$ cat config.mk
export PLATFORM = sky130hd
export DESIGN_NAME = dual_edge_ff_arb
export DESIGN_NICKNAME = d
export VERILOG_FILES = /design/src/rtl/dual_edge_ff_pkg.sv /design/src/rtl/dual_edge_ff_arb_rr_pick.sv /design/src/rtl/dual_edge_ff_arb.sv
export SDC_FILE = /design/constraint.sdc
export NUM_CORES = 1
export LEC_CHECK = 0
export CELL_PAD_IN_SITES_DETAIL_PLACEMENT = 0
export CELL_PAD_IN_SITES_GLOBAL_PLACEMENT = 1
export CORE_ASPECT_RATIO = 1.4
export CORE_MARGIN = 2
export CORE_UTILIZATION = 32
export CTS_CLUSTER_DIAMETER = 200
export DETAILED_ROUTE_END_ITERATION = 10
export GPL_ROUTABILITY_DRIVEN = 0
export GPL_TIMING_DRIVEN = 0
export PLACE_DENSITY = 0.82
export SYNTH_ARGS = -nofsm -noshare
export SYNTH_HDL_FRONTEND = slang
export SYNTH_SLANG_ARGS = --single-unit
$ cat constraint.sdc
create_clock -name clk -period 4.65 [get_ports clk]
set_clock_uncertainty 0.1 [all_clocks]
set_input_delay 0.6975 -clock clk [delete_from_list [all_inputs] [get_ports clk]]
set_output_delay 0.6975 -clock clk [all_outputs]
set_load 0.03 [all_outputs]
$ cat src/rtl/dual_edge_ff_pkg.sv
// Shared types and constants for the dual_edge_ff burst arbiter.
package dual_edge_ff_pkg;

    typedef enum logic {
        IDLE  = 1'b0,
        BURST = 1'b1
    } state_t;

    // Edge-select codes carried with every beat.
    localparam logic [1:0] EDGE_NONE = 2'b00;
    localparam logic [1:0] EDGE_POS  = 2'b01;
    localparam logic [1:0] EDGE_NEG  = 2'b10;
    localparam logic [1:0] EDGE_BOTH = 2'b11;

    // Index width that never collapses to zero bits.
    function automatic int clog2_min1(input int n);
        return ($clog2(n) < 1) ? 1 : $clog2(n);
    endfunction

endpackage

$ cat src/rtl/dual_edge_ff_arb_rr_pick.sv
// Combinational round-robin picker: first set request at or above ptr,
// wrapping around to index 0.
module rr_pick #(
    parameter int N  = 4,
    parameter int IW = 2
) (
    input  logic [N-1:0]  req,
    input  logic [IW-1:0] ptr,
    output logic [N-1:0]  gnt,
    output logic [IW-1:0] idx,
    output logic          any
);

    // Scan N slots starting at ptr; the first valid slot wins.
    always_comb begin
        logic [IW:0] slot;
        gnt  = '0;
        idx  = '0;
        any  = 1'b0;
        slot = '0;
        for (int k = 0; k < N; k++) begin
            slot = {1'b0, ptr} + (IW+1)'(k);
            if (slot >= (IW+1)'(N)) begin
                slot = slot - (IW+1)'(N);
            end
            if (!any && req[slot[IW-1:0]]) begin
                any                = 1'b1;
                gnt[slot[IW-1:0]]  = 1'b1;
                idx                = slot[IW-1:0];
            end
        end
    end

endmodule

$ cat src/rtl/dual_edge_ff_arb.sv
// Round-robin burst arbiter sharing one dual_edge_ff between NUM_REQ
// requesters. Beats carry {data, mask, edge}; the granted beat is registered
// and presented to the FF one cycle after it transfers.
//
// Handshake: a beat transfers on a rising edge where req_valid[i] and
// req_ready[i] are both high. req_ready is combinational from state and
// req_valid, never depends on the beat payload, and is held low in reset.
module dual_edge_ff_arb
    import dual_edge_ff_pkg::*;
#(
    parameter int DATA_WIDTH   = 8,
    parameter int NUM_REQ      = 4,
    parameter int MAX_BURST    = 4,
    parameter int IDLE_TIMEOUT = 8
) (
    input  logic                            clk,
    input  logic                            rst,
    input  logic [NUM_REQ-1:0]              req_valid,
    output logic [NUM_REQ-1:0]              req_ready,
    input  logic [NUM_REQ*DATA_WIDTH-1:0]   req_data,
    input  logic [NUM_REQ*DATA_WIDTH-1:0]   req_mask,
    input  logic [NUM_REQ*2-1:0]            req_edge,
    input  logic [NUM_REQ-1:0]              req_last,
    output logic [DATA_WIDTH-1:0]           ff_data_in,
    output logic [DATA_WIDTH-1:0]           ff_pos_en,
    output logic [DATA_WIDTH-1:0]           ff_neg_en,
    output logic                            grant_valid,
    output logic [clog2_min1(NUM_REQ)-1:0]  grant_id,
    output logic                            busy,
    output state_t                          fsm_state
);

    localparam int         IW     = clog2_min1(NUM_REQ);
    localparam logic [4:0] MAX_B  = 5'(MAX_BURST);
    localparam logic [7:0] TO_CNT = 8'(IDLE_TIMEOUT);

    state_t                  state, state_nxt;
    logic [IW-1:0]           rr_ptr;
    logic [4:0]              beat_cnt;
    logic [7:0]              bubble_cnt;

    logic [NUM_REQ-1:0]      pick_gnt;
    logic [IW-1:0]           pick_idx;
    logic                    pick_any;
    logic [NUM_REQ-1:0]      owner_oh;
    logic [IW-1:0]           sel_idx;
    logic [DATA_WIDTH-1:0]   sel_data, sel_mask;
    logic [1:0]              sel_edge;
    logic                    sel_last;
    logic                    xfer, at_limit, end_burst, timeout, rel;
    logic [4:0]              beat_inc;
    logic [7:0]              bubble_inc;
    logic [IW-1:0]           ptr_after;

    rr_pick #(.N(NUM_REQ), .IW(IW)) u_pick (
        .req (req_valid),
        .ptr (rr_ptr),
        .gnt (pick_gnt),
        .idx (pick_idx),
        .any (pick_any)
    );

    assign owner_oh = NUM_REQ'(1) << grant_id;
    assign sel_idx  = (state == IDLE) ? pick_idx : grant_id;

    // Mux the payload of whichever requester is currently selected.
    always_comb begin
        sel_data = '0;
        sel_mask = '0;
        sel_edge = EDGE_NONE;
        sel_last = 1'b0;
        for (int i = 0; i < NUM_REQ; i++) begin
            if (sel_idx == IW'(i)) begin
                sel_data = req_data[i*DATA_WIDTH +: DATA_WIDTH];
                sel_mask = req_mask[i*DATA_WIDTH +: DATA_WIDTH];
                sel_edge = req_edge[i*2 +: 2];
                sel_last = req_last[i];
            end
        end
    end

    assign xfer       = |(req_valid & req_ready);
    assign beat_inc   = beat_cnt + 5'd1;
    assign bubble_inc = bubble_cnt + 8'd1;
    assign at_limit   = (state == IDLE) ? (MAX_BURST == 1) : (beat_inc == MAX_B);
    assign end_burst  = xfer & (sel_last | at_limit);
    assign timeout    = (state == BURST) & ~xfer & (bubble_inc == TO_CNT);
    assign rel        = end_burst | timeout;
    assign ptr_after  = (sel_idx == IW'(NUM_REQ-1)) ? '0 : sel_idx + IW'(1);

    // State register.
    always_ff @(posedge clk or posedge rst) begin
        if (rst) state <= IDLE;
        else     state <= state_nxt;
    end

    // Next state: a non-final beat in IDLE opens a burst; release on
    // last, MAX_BURST or owner bubble timeout.
    always_comb begin
        state_nxt = state;
        case (state)
            IDLE:    if (xfer && !end_burst) state_nxt = BURST;
            BURST:   if (rel)                state_nxt = IDLE;
            default: state_nxt = IDLE;
        endcase
    end

    // Ready: arbitration winner in IDLE, owner only in BURST, none in reset.
    always_comb begin
        req_ready = '0;
        if (!rst) begin
            case (state)
                IDLE:    req_ready = pick_any ? pick_gnt : '0;
                BURST:   req_ready = owner_oh;
                default: req_ready = '0;
            endcase
        end
    end

    // Pointer, owner and burst/bubble counters.
    always_ff @(posedge clk or posedge rst) begin
        if (rst) begin
            rr_ptr     <= '0;
            beat_cnt   <= '0;
            bubble_cnt <= '0;
            grant_id   <= '0;
        end else begin
            if (xfer) begin
                beat_cnt   <= (state == IDLE) ? 5'd1 : beat_inc;
                bubble_cnt <= '0;
            end else if (state == BURST) begin
                bubble_cnt <= timeout ? 8'd0 : bubble_inc;
            end
            if (state == IDLE && xfer) grant_id <= pick_idx;
            if (rel)                   rr_ptr   <= ptr_after;
        end
    end

    // Output register: enables pulse for one cycle per beat, data holds.
    always_ff @(posedge clk or posedge rst) begin
        if (rst) begin
            ff_data_in <= '0;
            ff_pos_en  <= '0;
            ff_neg_en  <= '0;
        end else if (xfer) begin
            ff_data_in <= sel_data;
            ff_pos_en  <= sel_mask & {DATA_WIDTH{sel_edge[0]}};
            ff_neg_en  <= sel_mask & {DATA_WIDTH{sel_edge[1]}};
        end else begin
            ff_pos_en  <= '0;
            ff_neg_en  <= '0;
        end
    end

    assign grant_valid = (state == BURST);
    assign busy        = grant_valid | (|ff_pos_en) | (|ff_neg_en);
    assign fsm_state   = state;

endmodule

### Word level (Yosys, flattened, before mapping)

Cells that the tools add are included.

| word-level totals | value |
|---|---|
| logic and storage cells | 132 |
| input bits | 82 |
| output and inout port bits | 33 |
| register bits after elaboration | 42 |

| cells by class | value |
|---|---|
| eq/ne operators | 5 |
| reductions and logical operators | 18 |
| order comparisons | 12 |
| $add $sub $neg | 10 |
| bitwise logic cells | 15 |
| shift operators | 1 |
| mux-type cells | 63 |

Operators with widths:

| operator | count |
|---|---|
| $mux 8 | 13 |
| $mux 2 | 14 |
| $mux 4 | 6 |
| $mux 1 | 19 |
| $and 8x8->8 | 2 |
| $reduce_or 8->1 | 2 |
| $lt 2x3->1 const B | 4 |
| $or 4x4->4 | 3 |
| $ge 3x3->1 const B | 3 |
| $logic_and 1x1->1 | 9 |
| $add 8x1->8 const B | 1 |
| $bmux 1 s2 | 4 |
| $demux 1 s2 | 4 |
| $eq 8x4->1 const B | 1 |
| $ge 2x1->1 const B | 4 |
| $pmux 4 s2 | 1 |
| $sub 2x1->2 const B | 4 |
| $add 2x2->3 const B | 2 |
| $add 5x1->5 const B | 1 |
| $eq 5x3->1 const B | 1 |
| $mux 5 | 1 |
| $and 4x4->4 | 1 |
| $eq 2x2->1 const B | 2 |
| $logic_not 1->1 | 4 |
| other kinds (12) | 18 |

### Logic depth before layout (Yosys ltp)

| logic depth | value |
|---|---|
| word-level depth | 26 |
| depth in mapped cells | 21 |
| gate-level depth less buffers | 18 |

### Modules after synthesis

From an unflattened synthesis, not the netlist that was laid out.

| unflattened totals | value |
|---|---|
| cells, all modules | 331 |
| area total of the unflattened synthesis | 2946.6 um^2 |

By module, submodules not included:

| module | cells an instance | sequential area each (um^2) | area an instance (um^2) | instances |
|---|---|---|---|---|
| dual_edge_ff_arb | 286 | 1051.0 | 2524.9 | 1 |
| rr_pick | 45 | 0.0 | 421.7 | 1 |

### Worst setup path after synthesis

No wires, ideal clock.

| path | value |
|---|---|
| path type | reg2reg |
| start point | register rr_ptr[0] |
| end point | register rr_ptr[1] |
| path buffers | 4 |
| required time | 4.422 ns |
| arrival | 3.937 ns |
| path slack | 0.486 ns |
| cell stages (with the launch flop) | 21 |
| period minus slack after synthesis | 4.164 ns |
| path through | dfrtp_1 buf_6 clkbuf_1 inv_1 ha_1 clkbuf_1 o21ai_0 a21o_1 a21oi_1 a21oi_1 o21ai_0 mux2i_1 ha_1 nor2b_1 clkbuf_1 a221oi_1 nor3_1 a21oi_1 o31ai_1 mux2i_1 mux2_1 |

| between the ends | value |
|---|---|
| word-level cells in the longest chain between the ends | 23 |
| elaborated cells on any way between the ends | 86 |
| those cells by class | add/sub: 8; order compare: 12; eq/ne: 3; mux: 41; bitwise: 10; reduce/logical: 12 |

Ends and longest elaborated chain:

| element | line | text |
|---|---|---|
| start: declaration | dual_edge_ff_arb.sv:38 | `logic [IW-1:0] rr_ptr;` |
| start signal: assignment | dual_edge_ff_arb.sv:135 | `if (rel) rr_ptr <= ptr_after;` |
| parallel branches: the longest is 23 deep, another holds $add 2x1->3 | -- |  |

Parallel ways; which one is timed is not known. The select of a mux whose other input is x is not followed.
A chain may end at the register's enable or synchronous reset.

### Worst setup path after layout

| path | value |
|---|---|
| start point | register rr_ptr[0] |
| end point | output port req_ready[1] |

| between the ends | value |
|---|---|
| word-level cells in the longest chain between the ends | 17 |
| elaborated cells on any way between the ends | 63 |
| those cells by class | add/sub: 7; order compare: 12; mux: 31; bitwise: 3; reduce/logical: 10 |

Ends and longest elaborated chain:

| element | line | text |
|---|---|---|
| parallel branches: the longest is 14 deep, another holds $add 2x1->3 | -- |  |
| $mux 4 (*) | dual_edge_ff_arb.sv:113 | `IDLE: req_ready = pick_any ? pick_gnt : '0;` |
| $pmux 4 s2 (*) | dual_edge_ff_arb.sv:112 | `case (state)` |
| $mux 4 (*) | dual_edge_ff_arb.sv:111 | `if (!rst) begin` |
| end: declaration | dual_edge_ff_arb.sv:19 | `output logic [NUM_REQ-1:0] req_ready,` |

Every way passes the cells marked *. The select of a mux whose other input is x is not followed.

==> metrics.cfg <==
[grt]
grt.total_usage_pct=17.9
grt_max_degree=43
grt-ovfl-total=0
grt_pass1_vias=3423
antenna_found_initial=0
grt_first_pass_wirelength_microns=15600

[floorplanning]
initial_core_util_pct=32.8
rows=43
die_h_microns=123
die_w_microns=89.1
dieArea_sq_um=11000
ios=115
core_sq_um=9900

[detailed_routing]
vias=3456
wirelength_microns=9680
post_drt_via_cell_ratio=5.11
drt_iter0_drc=158
drtAntennaViolNets=0
drcViolationCount=0
wire_per_inst_microns=14.3
first_pass_iters=4

[critical_path]
setup.worst_path.start_class=flop
reg2reg_depth=19
worstPathArrival_ns=3.48
path_buf_inv=5
cp_cell_sequence=buf_6 > clkbuf_4 > clkinvlp_4 > ha_4 > clkbuf_2 > mux2i_1 > o22ai_1 > a221oi_1 > nand4_1 > and3_1 > clkdlybuf4s50_1
critical_path_class=reg -> out
rrSetupSlack_ns=0.41
path_delay_family=buffers and inverters
cp_slowest_stage_delay_ns=0.58
timing.rr.start=rr_ptr[0]$_DFFE_PP0P_
regToRegEndpoint=rr_ptr[1]$_DFFE_PP0P_
crit_path_max_fanout=10
required_ns=3.85
slowest_stage=clkdlybuf4s50_1
end_kind=output port

[cts]
postCtsHoldBufs=0
clockBufferDepth=2
root_buffer=clkbuf_16
cts_tree=yes
clock_latency_ns=0.29
clk_pin_slew_ns=0.06
htreeDepth=2
cts_sinks=42
cts_buffers=5

[hold_path]
hold_end=ff_data_in[6]$_DFFE_PP0P_
hold_path_class=reg -> reg
min-delay-start=ff_data_in[6]$_DFFE_PP0P_
whs_path_depth=2

[placed_design]
portBuffers=114
placed_cell_area_sq_um=4580
dp_slack_ns=-0.331
dp_hpwl_microns=7620

[power_and_ir_drop]
power.leakage_nw=1.96
powerDensity_nw_per_um2=709
power.total_mw=3.39
vdd_ir_drop_max_v=0.000324

[finish]
regArea_sq_um=1050
postLayoutCoreUtil_pct=48.3
stdcell_area_sq_um=4780
syn2layout_area_growth_pct=47.3
diodes=0
multi_input_area_sq_um=2020
layout-drive-gt1-share_pct=8.13
fin_nets=638
fill_cells=995

[synthesis]
syn_avg_cell_area_sq_um=7.80
syn_nets=514
ys_seq_area_share_pct=32.4
syn_inst=416
synth_edf_count=0
synth_seq_cells=42
synthArstFlopShare_pct=100
ys_warn_count=0
synth.distinct_cells=53
synthesis.area_sq_um=3250
synth_flop_cell=dfrtp_1

[sta]
period_share_pct=92.1
setup_viol=0
drv_slew=0
period_needed_ns=4.28
hold_viol=0
hold_ws_ns=0.430
worstMarginPinSlew_ns=0.514
worst_slew_margin_rel_pct=65.7
clock.fmax_mhz=234
rsz0062_at_grt=no
fin_ws_ns=0.368

[run]
maxCapViolCount=0

[status]
status=complete, no violations

registers in the layout, summed over array words and instances, names as in the netlist:
signal      cells
ff_data_in      8
ff_pos_en       8
fsm_state       1
bubble_cnt      8
grant_id        2
ff_neg_en       8
beat_cnt        5
rr_ptr          2
per-stage QoR:
stage	instances	TNS, ns
floorplan	416	0
global placement	665	-1.31
detailed placement	666	-2.43
CTS	674	0
global route	676	0
finish	676	0
Yosys cell counts, drive strengths merged (8+ instances only):
| cell type | instances | area (sq um) |
|---|---|---|
| a22oi | 18 | 135 |
| nand2 | 27 | 101 |
| inv | 13 | 48.8 |
| o21ai | 17 | 85.1 |
| nor2 | 85 | 319 |
| nand3 | 16 | 80.1 |
| mux2i | 10 | 100 |
| dfrtp | 42 | 1050 |
| buf | 8 | 66.3 |
| a21oi | 57 | 285 |
| clkbuf | 21 | 78.8 |
| ha | 16 | 200 |
| nand4 | 9 | 56.3 |
| nor3 | 9 | 45.0 |
kinds of logic after synthesis:
| group | Yosys count | synth area share [%] |
|---|---|---|
| flip-flops | 42 | 32.4 |
| AND/OR/NAND/NOR | 177 | 25.4 |
| buffers and inverters | 42 | 5.98 |
| AO/OA/AOI/OAI | 115 | 22.1 |
| XOR/XNOR | 6 | 1.62 |
| adder cells (fa/ha/maj) | 16 | 6.17 |
| multiplexers | 18 | 6.44 |
layout by cell type (no fill, tap or decap), types with 4 or more instances in the layout:
cell type / count
dfrtp_1: 41
nand4_1: 9
clkdlybuf4s50_1: 114
nor3_1: 9
xor2_1: 5
mux2i_1: 10
o21ai_0: 15
inv_1: 11
ha_1: 15
buf_4: 6
and3_1: 4
nand3b_1: 4
nand3_1: 16
nor4_1: 4
clkbuf_1: 17
a21oi_1: 57
clkbuf_16: 5
nand2_1: 27
a22oi_1: 18
nor2_1: 85
repair_timing:
item,in CTS,in global routing
setup buffers,0,3
resized for setup,3,8
setup endpoints to repair,22,21
worst max-delay path by stage:
stage                     cells past startpoint                endpoint                  start
after floorplan                              20   rr_ptr[1]$_DFFE_PP0P_  rr_ptr[0]$_DFFE_PP0P_
after global placement                       20   rr_ptr[1]$_DFFE_PP0P_  rr_ptr[0]$_DFFE_PP0P_
after detailed placement                     20   rr_ptr[1]$_DFFE_PP0P_  rr_ptr[0]$_DFFE_PP0P_
after CTS                                    20   rr_ptr[1]$_DFFE_PP0P_  rr_ptr[0]$_DFFE_PP0P_
after global routing                         20  ff_neg_en[5]$_DFF_PP0_  rr_ptr[0]$_DFFE_PP0P_
final                                        11            req_ready[1]  rr_ptr[0]$_DFFE_PP0P_
cell type report:
cell class	count	share of cell area [%]
Multi-Input combinational cell	332	42.3
Timing Repair Buffer	118	24.8
Sequential cell	42	22.0
Tap cell	135	3.53
Buffer	28	3.09
Clock buffer	5	2.62
Inverter	13	1.10
Clock inverter	3	0.602
power by group:
group / switching, mW / leakage, nW / internal (mW) / total [mW]
logic: 1.42 / 1.35 / 0.982 / 2.40
registers: 0.130 / 0.536 / 0.496 / 0.626
clock network: 0.157 / 0.0763 / 0.206 / 0.363
total: 1.70 / 1.96 / 1.68 / 3.39
worst min-delay path, cell delays in order, from the launching register on:
cell and delay, ns:
dfrtp_1 0.34, nor2_1 0.05, a21oi_1 0.10
per-layer routing:
layer	track usage (%)	wire (microns)	part of all wire, %	up-vias
met4	7.28	258	2.7	0
li1	-	-	-	1731
met5	0	0	0	-
met1	21.0	3940	41	1585
met3	2.34	484	5.0	15
met2	32.1	5000	52	125
No activity file was read; power rests on OpenSTA's default activity.
